<file path="src/rtl/fetch_stage.sv">
// Instruction-fetch stage with IF/ID pipeline register.
// Owns the PC, handles branch flush, stall and halt on a sentinel encoding.
module fetch_stage #(
  parameter int unsigned          PC_W      = 12,
  parameter int unsigned          INST_W    = 16,
  parameter logic [PC_W-1:0]      RESET_PC  = '0,
  parameter logic [INST_W-1:0]    HALT_INST = '1,
  parameter logic [INST_W-1:0]    NOP_INST  = '0
) (
  input  logic              clk,
  input  logic              reset,
  input  logic              stall,
  input  logic              branch_taken,
  input  logic [PC_W-1:0]   PC_branch,
  output logic [PC_W-1:0]   imem_addr,
  input  logic [INST_W-1:0] imem_rdata,
  output logic [INST_W-1:0] inst_D,
  output logic [PC_W-1:0]   pcD,
  output logic              valid_D,
  output logic              halted,
  output logic [15:0]       fetch_count
);

  typedef enum logic [1:0] {StBoot, StRun, StHalt} state_e;

  state_e              state_q, state_d;
  logic [PC_W-1:0]     pc_q, pc_d;
  logic [INST_W-1:0]   if_inst_q, if_inst_d;
  logic [PC_W-1:0]     if_pc_q, if_pc_d;
  logic                if_valid_q, if_valid_d;
  logic                halted_q, halted_d;
  logic                halt_first_q, halt_first_d;
  logic [15:0]         cnt_q, cnt_d;

  always_comb begin
    state_d      = state_q;
    pc_d         = pc_q;
    if_inst_d    = if_inst_q;
    if_pc_d      = if_pc_q;
    if_valid_d   = if_valid_q;
    halted_d     = halted_q;
    halt_first_d = 1'b0;
    cnt_d        = cnt_q;
    unique case (state_q)
      StBoot: state_d = StRun;
      StRun: begin
        if (branch_taken) begin
          // Flush: the instruction fetched this cycle is wrong-path.
          pc_d       = PC_branch;
          if_inst_d  = NOP_INST;
          if_valid_d = 1'b0;
        end else if (!stall) begin
          if_inst_d  = imem_rdata;
          if_pc_d    = pc_q;
          if_valid_d = 1'b1;
          if (cnt_q != 16'hFFFF) cnt_d = cnt_q + 16'd1;
          if (imem_rdata == HALT_INST) begin
            state_d      = StHalt;
            halted_d     = 1'b1;
            halt_first_d = 1'b1;
          end else begin
            pc_d = pc_q + 1'b1;
          end
        end
      end
      StHalt: begin
        // A stall on the first halt cycle keeps the halt visible to decode.
        if (!(halt_first_q && stall)) begin
          if_inst_d  = NOP_INST;
          if_valid_d = 1'b0;
        end
      end
      default: state_d = StBoot;
    endcase
  end

  always_ff @(posedge clk or posedge reset) begin
    if (reset) begin
      state_q      <= StBoot;
      pc_q         <= RESET_PC;
      if_inst_q    <= NOP_INST;
      if_pc_q      <= '0;
      if_valid_q   <= 1'b0;
      halted_q     <= 1'b0;
      halt_first_q <= 1'b0;
      cnt_q        <= '0;
    end else begin
      state_q      <= state_d;
      pc_q         <= pc_d;
      if_inst_q    <= if_inst_d;
      if_pc_q      <= if_pc_d;
      if_valid_q   <= if_valid_d;
      halted_q     <= halted_d;
      halt_first_q <= halt_first_d;
      cnt_q        <= cnt_d;
    end
  end

  assign imem_addr   = pc_q;
  assign inst_D      = if_inst_q;
  assign pcD         = if_pc_q;
  assign valid_D     = if_valid_q;
  assign halted      = halted_q;
  assign fetch_count = cnt_q;

endmodule
</file>
<file path="config.mk">
export PLATFORM = sky130hd
export DESIGN_NAME = fetch_stage
export DESIGN_NICKNAME = d
export VERILOG_FILES = /design/src/rtl/fetch_stage.sv
export SDC_FILE = /design/constraint.sdc
export NUM_CORES = 1
export LEC_CHECK = 0
export ABC_AREA = 1
export ABC_CLOCK_PERIOD_IN_PS = 1800
export BUFFER_PORTS_ARGS = -buffer_cell sky130_fd_sc_hd__buf_4
export CORE_MARGIN = 4
export CORE_UTILIZATION = 35
export DETAILED_ROUTE_END_ITERATION = 6
export SLEW_MARGIN = 20
export SYNTH_ARGS = -nofsm -noshare
export SYNTH_HDL_FRONTEND = slang
export SYNTH_SLANG_ARGS = --single-unit
</file>
<file path="constraint.sdc">
create_clock -name clk -period 1.8 [get_ports clk]
set_input_delay 0.27 -clock clk [delete_from_list [all_inputs] [get_ports clk]]
set_output_delay 0.27 -clock clk [all_outputs]
set_load 0.005 [all_outputs]
</file>
==> flow_metrics.tcl, run 1 <==
set metrics [dict create \
    status "finished, violations left" \
    violations "hold timing" \
    die_area_um2 10370 \
    finalInstanceArea_um2 4108 \
    clockBufferDepth 2 \
    critPathLaunchType "register" \
    track_usage_pct 16.40 \
    relSlewSlack_pct 60.69 \
    power.leakage_uw 0.002093 \
    cts_setup_buffers 0 \
    synth-warning-count 0 \
    crit_fanout 11 \
    grt_pass1_wl_um 13480 \
    cp-end-kind "register" \
    wl_per_cell_um 13.62 \
    fin_nets 521 \
    worstPathCellList "ha_1 -> nand3_1 -> inv_2 -> nand2_2 -> nor2_4 -> a21oi_4 -> o21ai_0 -> nand2_1" \
    place_ws_ns -0.1622 \
    cap_viol_max_count 0 \
    synth.area.top_cells "dfrtp_1 50%, nand2_1 16%, nand3_1 6.0%" \
    layout_min_cycle_time_ns 1.520 \
    ir_drop_v 0.0004073 \
    drc 0 \
    grt_antenna_before_repair 0 \
    worstSetupPathType "register to register" \
    vias 2878 \
    postCtsHoldBufs 0 \
    clock_sinks 61 \
    finClkSkew_ns 0.009106 \
    synth_area_per_cell_um2 7.966 \
    htreeDepth 3 \
    start_util_pct 36.78 \
    synth_ff_type "dfrtp_1" \
    timing.rr.start "fetch_count[0]" \
    cpLargestDelayFamily "compound AO/OA/AOI/OAI gates" \
    grt_max_degree 62 \
    powerDensity_nw_per_um2 867.7 \
    finalSetupViolCount 0 \
    synth_top_cell_area_share_pct 49.51 \
    io_pins 90 \
    path_clk_slew_ns 0.08 \
    cts_made_buffers 9 \
    placed_area_um2 3921 \
    die_x_um 101.9 \
    drt_first_pass_iters 6 \
    r2r_end "fetch_count[9]" \
    syn_inst 387 \
    netlist_area_um2 3083 \
    coreArea_um2 8382 \
    die_y_um 101.9 \
    row_count 33 \
    cpPeakStageDelay_ns 0.40 \
    min_path_type "primary input to async pin" \
    worst_r2r_path_depth 8 \
    worstPathArrival_ns 1.79 \
    ys_ff_latch 61 \
    gp_congestion 0.8556 \
    period_share_pct 84.46 \
    fin_hold_ws_ns -0.02421 \
    drt_wl_total_um 8134 \
    crit_buf_inv 1 \
    dp_hpwl_um 5931 \
    setup_slack_ns 0.2797 \
    fillCellCount 849 \
    vias_per_cell 4.821 \
    cpMaxStageDelayCell "dfrtp_1" \
    hold_viol_final 13 \
    drive_gt1_share_pct 27.85 \
    cp_data_required_time_ns 2.07 \
    ys_types 28 \
    detail-route-antenna-nets 0 \
    synthToLayoutAreaGrowth_pct 33.24 \
    ys_seq_area_share_pct 49.51 \
    port_buffers 89 \
    drt_iter0_drc 92 \
    worstMarginPinSlew_ns 0.5882 \
    ctsRootBufferMaster "clkbuf_8" \
    clk_latency_ns 0.34 \
    cts_tree "built" \
    clock.fmax_mhz 657.7 \
    reg2reg_slack_ns 0.28 \
    grt-ovfl-total 0 \
    synth_edf_count 0 \
    power_uw 3564 \
    synthArstFlopShare_pct 100.0 \
    grt_pass1_vias 2866 \
    slew_viol_final 0 \
    diodes 0 \
    synth_top_area_cell "dfrtp_1" \
    syn_nets 421 \
    rsz0062_at_grt "no" \
]
stage by stage:
| step | util [%] | instances | TNS, ns |
|---|---|---|---|
| global placement | 46.78 | 581 | -0.2273 |
| finish | 49.01 | 597 | 0 |
| CTS | 48.92 | 597 | 0 |
| global route | 49.01 | 597 | 0 |
| floorplan | - | 387 | 0 |
| detailed placement | 46.78 | 581 | -0.8411 |
placed cells by master (no fill, tap or decap), types with 2 or more instances in the layout:
cell / synthesis / routed
nand2_1: 128 / 128
buf_4: 0 / 100
dfrtp_1: 61 / 61
nand3_1: 37 / 37
o21ai_0: 33 / 33
inv_1: 31 / 30
nor2_1: 28 / 28
a32o_1: 10 / 10
xnor2_1: 9 / 9
clkbuf_8: 0 / 9
inv_2: 5 / 6
clkinvlp_4: 0 / 5
xor2_1: 4 / 4
or2_2: 4 / 4
nand4_1: 4 / 4
nor3_1: 4 / 4
nor2_2: 2 / 2
a21oi_1: 3 / 2
nand2_2: 2 / 2
ha_1: 2 / 2
cells by family (layout without fill, tap and decap cells):
| group | after synthesis | after routing | share of synthesized area, % |
|---|---|---|---|
| AOI/OAI and AO/OA | 50 | 50 | 10.07 |
| xor gates and xnor gates | 13 | 13 | 3.693 |
| adders and majority gates | 2 | 2 | 0.8116 |
| buffers and inverters | 48 | 153 | 6.453 |
| DFF | 61 | 61 | 49.51 |
| and+or+nand+nor | 213 | 213 | 29.46 |
worst reg2reg max path: cells and delay by family (launching register included):
family                   cells  cell delay, ns
AO/OA/AOI/OAI                2            0.45
buffers and inverters        1            0.05
AND/OR/NAND/NOR              4            0.34
adder cells (fa/ha/maj)      1            0.23
flip-flops                   1            0.40
sequential cells by signal (all words and copies together), names as in the netlist:
register,cells
inst_D,16
imem_addr,12
halted,1
valid_D,1
state_q,2
fetch_count,16
pcD,12
halt_first_q,1
where the power goes:
part           internal [uW]  total (uW)  switching, uW
Combinational            405         783            378
Clock                    500        1100            602
Sequential              1530        1680            151
Yosys cell counts, types with 2 or more instances:
cell and number:
a21oi_1 3, a32o_1 10, buf_2 6, clkbuf_1 5, dfrtp_1 61, ha_1 2
inv_1 31, inv_2 5, nand2_1 128, nand2_2 2, nand3_1 37, nand4_1 4
nor2_1 28, nor2_2 2, nor3_1 4, o21ai_0 33, or2_2 4, xnor2_1 9
xor2_1 4
cell type report:
cell class	instances	area, um2	area share [%]
Clock buffer	9	123.9	3.016
Sequential cell	61	1526	37.16
Timing Repair Buffer	101	770.7	18.76
Clock inverter	7	51.30	1.249
Inverter	36	135.1	3.290
Multi-Input combinational cell	278	1369	33.32
Tap cell	105	131.4	3.198
metal layers:
metal,vias to the layer above,track usage [%],share of wire (%)
met3,7,3.549,4.5
met1,1368,21.50,47
li1,1451,-,-
met4,0,5.752,1.0
met2,52,26.96,48
met5,-,0,0
how the worst max path moves through the flow:
stage,from,cells past startpoint,slack [ns],to
floorplan,reset,1,0.02,fetch_count[0]
global placement,fetch_count[0],8,-0.11,fetch_count[9]
detailed placement,fetch_count[0],8,-0.16,fetch_count[9]
CTS,fetch_count[0],8,0.10,fetch_count[9]
global route,fetch_count[1],8,0.08,fetch_count[9]
finish,fetch_count[0],8,0.28,fetch_count[9]
what timing repair did:
item / in CTS / in global routing
gates resized for setup: 1 / 1
setup endpoints to repair: 11 / 10
pin swaps: 0 / 0
hold endpoints to repair: 0 / 0
Note: power is estimated with default switching activity, not from simulation.
==> run 2: changes to the inputs <==
- ABC_CLOCK_PERIOD_IN_PS: 1800 -> 1200
- clock period: 1.8 -> 1.2 ns (I/O delays scaled with it)
==> flow_metrics.tcl, run 2 (synthesis results as in run 1) <==
set metrics [dict create \
    vias 3334 \
    row_count 33 \
    p_sw_share_pct 29.53 \
    start_util_pct 36.78 \
    crit_fanout 9 \
    fin_hold_ws_ns 0.05045 \
    detail-route-antenna-nets 0 \
    power.leakage_uw 0.002791 \
    finalSetupViolCount 47 \
    finalInstanceArea_um2 5523 \
    drc 0 \
    r2r_end "fetch_count[2]" \
    min_from "imem_rdata[8]" \
    p_comb_share_pct 31.6 \
    grt_max_degree 31 \
    dp_hpwl_um 6439 \
    rsz0062_at_grt "yes" \
    fin_nets 609 \
    min_path_type "primary input to register" \
    p_sw_uw 1986 \
    powerDensity_nw_per_um2 1218 \
    reg2reg_slack_ns -0.24 \
    drt_wl_total_um 10070 \
    fillCellCount 709 \
    wl_per_cell_um 14.70 \
    worstPathCellList "ha_2 -> nand3_2 -> inv_2 -> nand2_4 -> nor2_4 -> nand2_4 -> nand2_4 -> o21ai_1" \
    final_core_util_pct 65.89 \
    timing.rr.start "fetch_count[0]" \
    period_share_pct 120.1 \
    clockBufferDepth 2 \
    vias_per_cell 4.867 \
    gp_congestion 0.8241 \
    critPathLaunchType "register" \
    ctsRootBufferMaster "clkbuf_8" \
    ir_drop_v 0.0006462 \
    drive_gt1_share_pct 51.55 \
    worstSetupPathType "register to register" \
    cp-end-kind "register" \
    grt_antenna_before_repair 0 \
    worstPathArrival_ns 1.68 \
    diodes 0 \
    slew_viol_final 0 \
    cts_tree "built" \
    worstMarginPinSlew_ns 0.4090 \
    path_clk_slew_ns 0.08 \
    worstHoldEndpoint "inst_D[8]" \
    cpPeakStageDelay_ns 0.36 \
    clock_sinks 61 \
    mostFrequentLayoutCells "126 x buf_4, 92 x nand2_1, 59 x dfrtp_1" \
    htreeDepth 3 \
    io_pins 90 \
    cap_viol_max_count 0 \
    synthToLayoutAreaGrowth_pct 79.14 \
    die_y_um 101.9 \
    hold_path_depth 2 \
    clock.fmax_mhz 694.1 \
    worst_r2r_path_depth 8 \
    power.internal_uw 4739 \
    cpMaxStageDelayCell "dfrtp_1" \
    hold_viol_final 0 \
    seqPwrFrac_pct 37.2 \
    grt_pass1_wl_um 15640 \
    cp_data_required_time_ns 1.44 \
    placed_area_um2 4359 \
    coreArea_um2 8382 \
    die_x_um 101.9 \
    grt_pass1_vias 3236 \
    cts_made_buffers 9 \
    clk_latency_ns 0.35 \
    finClkSkew_ns 0.01339 \
    final_common_cell "buf_4" \
    grt-ovfl-total 0 \
    track_usage_pct 19.24 \
    drt_iter0_drc 87 \
    worst_path_most_repeated_cell "nand2_4" \
    status "finished, violations left" \
    drt_first_pass_iters 4 \
    die_area_um2 10370 \
    setup_slack_ns -0.2406 \
    p_clk_share_pct 31.2 \
    layout_min_cycle_time_ns 1.441 \
    violations "setup timing" \
    fin_setup_tns_ns -5.157 \
    place_ws_ns -0.4283 \
    port_buffers 89 \
    relSlewSlack_pct 72.67 \
]
-- run 2: cell count changes in the layout (fill, tap and decap cells not counted), moves of 14 or more --
cell / before / now
buf_6: 0 / 48
o21ai_1: 0 / 17
buf_4: 100 / 126
nand2_2: 2 / 28
o21ai_0: 33 / 9
nand2_1: 128 / 92
nand3_1: 37 / 23
-- run 2: worst max-delay path: cells and delay by family (launching register included) --
family | cells | cell delay, ns
flops | 1 | 0.36
fa+ha+maj | 1 | 0.19
compound gates | 1 | 0.09
simple gates | 5 | 0.59
buf+inv | 1 | 0.09
-- run 2: per-layer routing --
layer / GRT usage, % / wire length [um] / up-vias
met1: 25.59 / 4345 / 1599
met4: 7.568 / 152 / 0
met5: 0 / 0 / -
li1: - / - / 1640
met3: 3.891 / 556 / 13
met2: 31.04 / 5018 / 82
-- run 2: what timing repair did --
| item | in CTS | in global routing |
|---|---|---|
| endpoints found under the setup margin | 76 | 80 |
| buffers inserted | 24 | 15 |
| pin swaps | 19 | 25 |
| hold endpoints to repair | 14 | 0 |
| gates resized for setup | 94 | 92 |
| gates cloned | 5 | 3 |
| hold buffers | 1 | 0 |
-- run 2: metrics by stage --
stage | total power [uW] | instances
4_1_cts | 6599 | 675
3_3_place_gp | 4029 | 630
2_1_floorplan | 3111 | 387
3_5_place_dp | 4061 | 630
5_1_grt | 7089 | 685
6_report | 6724 | 685
-- run 2: worst max path at each step --
stage,startpoint,end,slack (ns),cells past startpoint
finish,fetch_count[0],fetch_count[2],-0.24,8
detailed placement,fetch_count[0],fetch_count[9],-0.43,8
global route,fetch_count[1],fetch_count[15],-0.35,8
floorplan,fetch_count[1],fetch_count[10],-0.18,10
global placement,fetch_count[0],fetch_count[10],-0.33,8
CTS,fetch_count[0],fetch_count[7],-0.20,9
-- run 2: power by group through the flow --
stage                     logic (uW)  registers, uW  clock network, uW
after detailed placement        1550           2510                  0
after CTS                       1980           2480               2140
after global routing            2320           2530               2240
after global placement          1530           2500                  0
after floorplan                  551           2560                  0
final                           2130           2500               2100
-- run 2: layout make-up --
class	instances	area, um2	area share (%)
multi-input cells	281	1760	31.88
repair buffers	186	1719	31.13
flip-flops and latches	61	1529	27.68
inverters	36	158.9	2.877
clock buffers	10	137.6	2.492
well taps	105	131.4	2.379
clock inverters	6	86.33	1.563
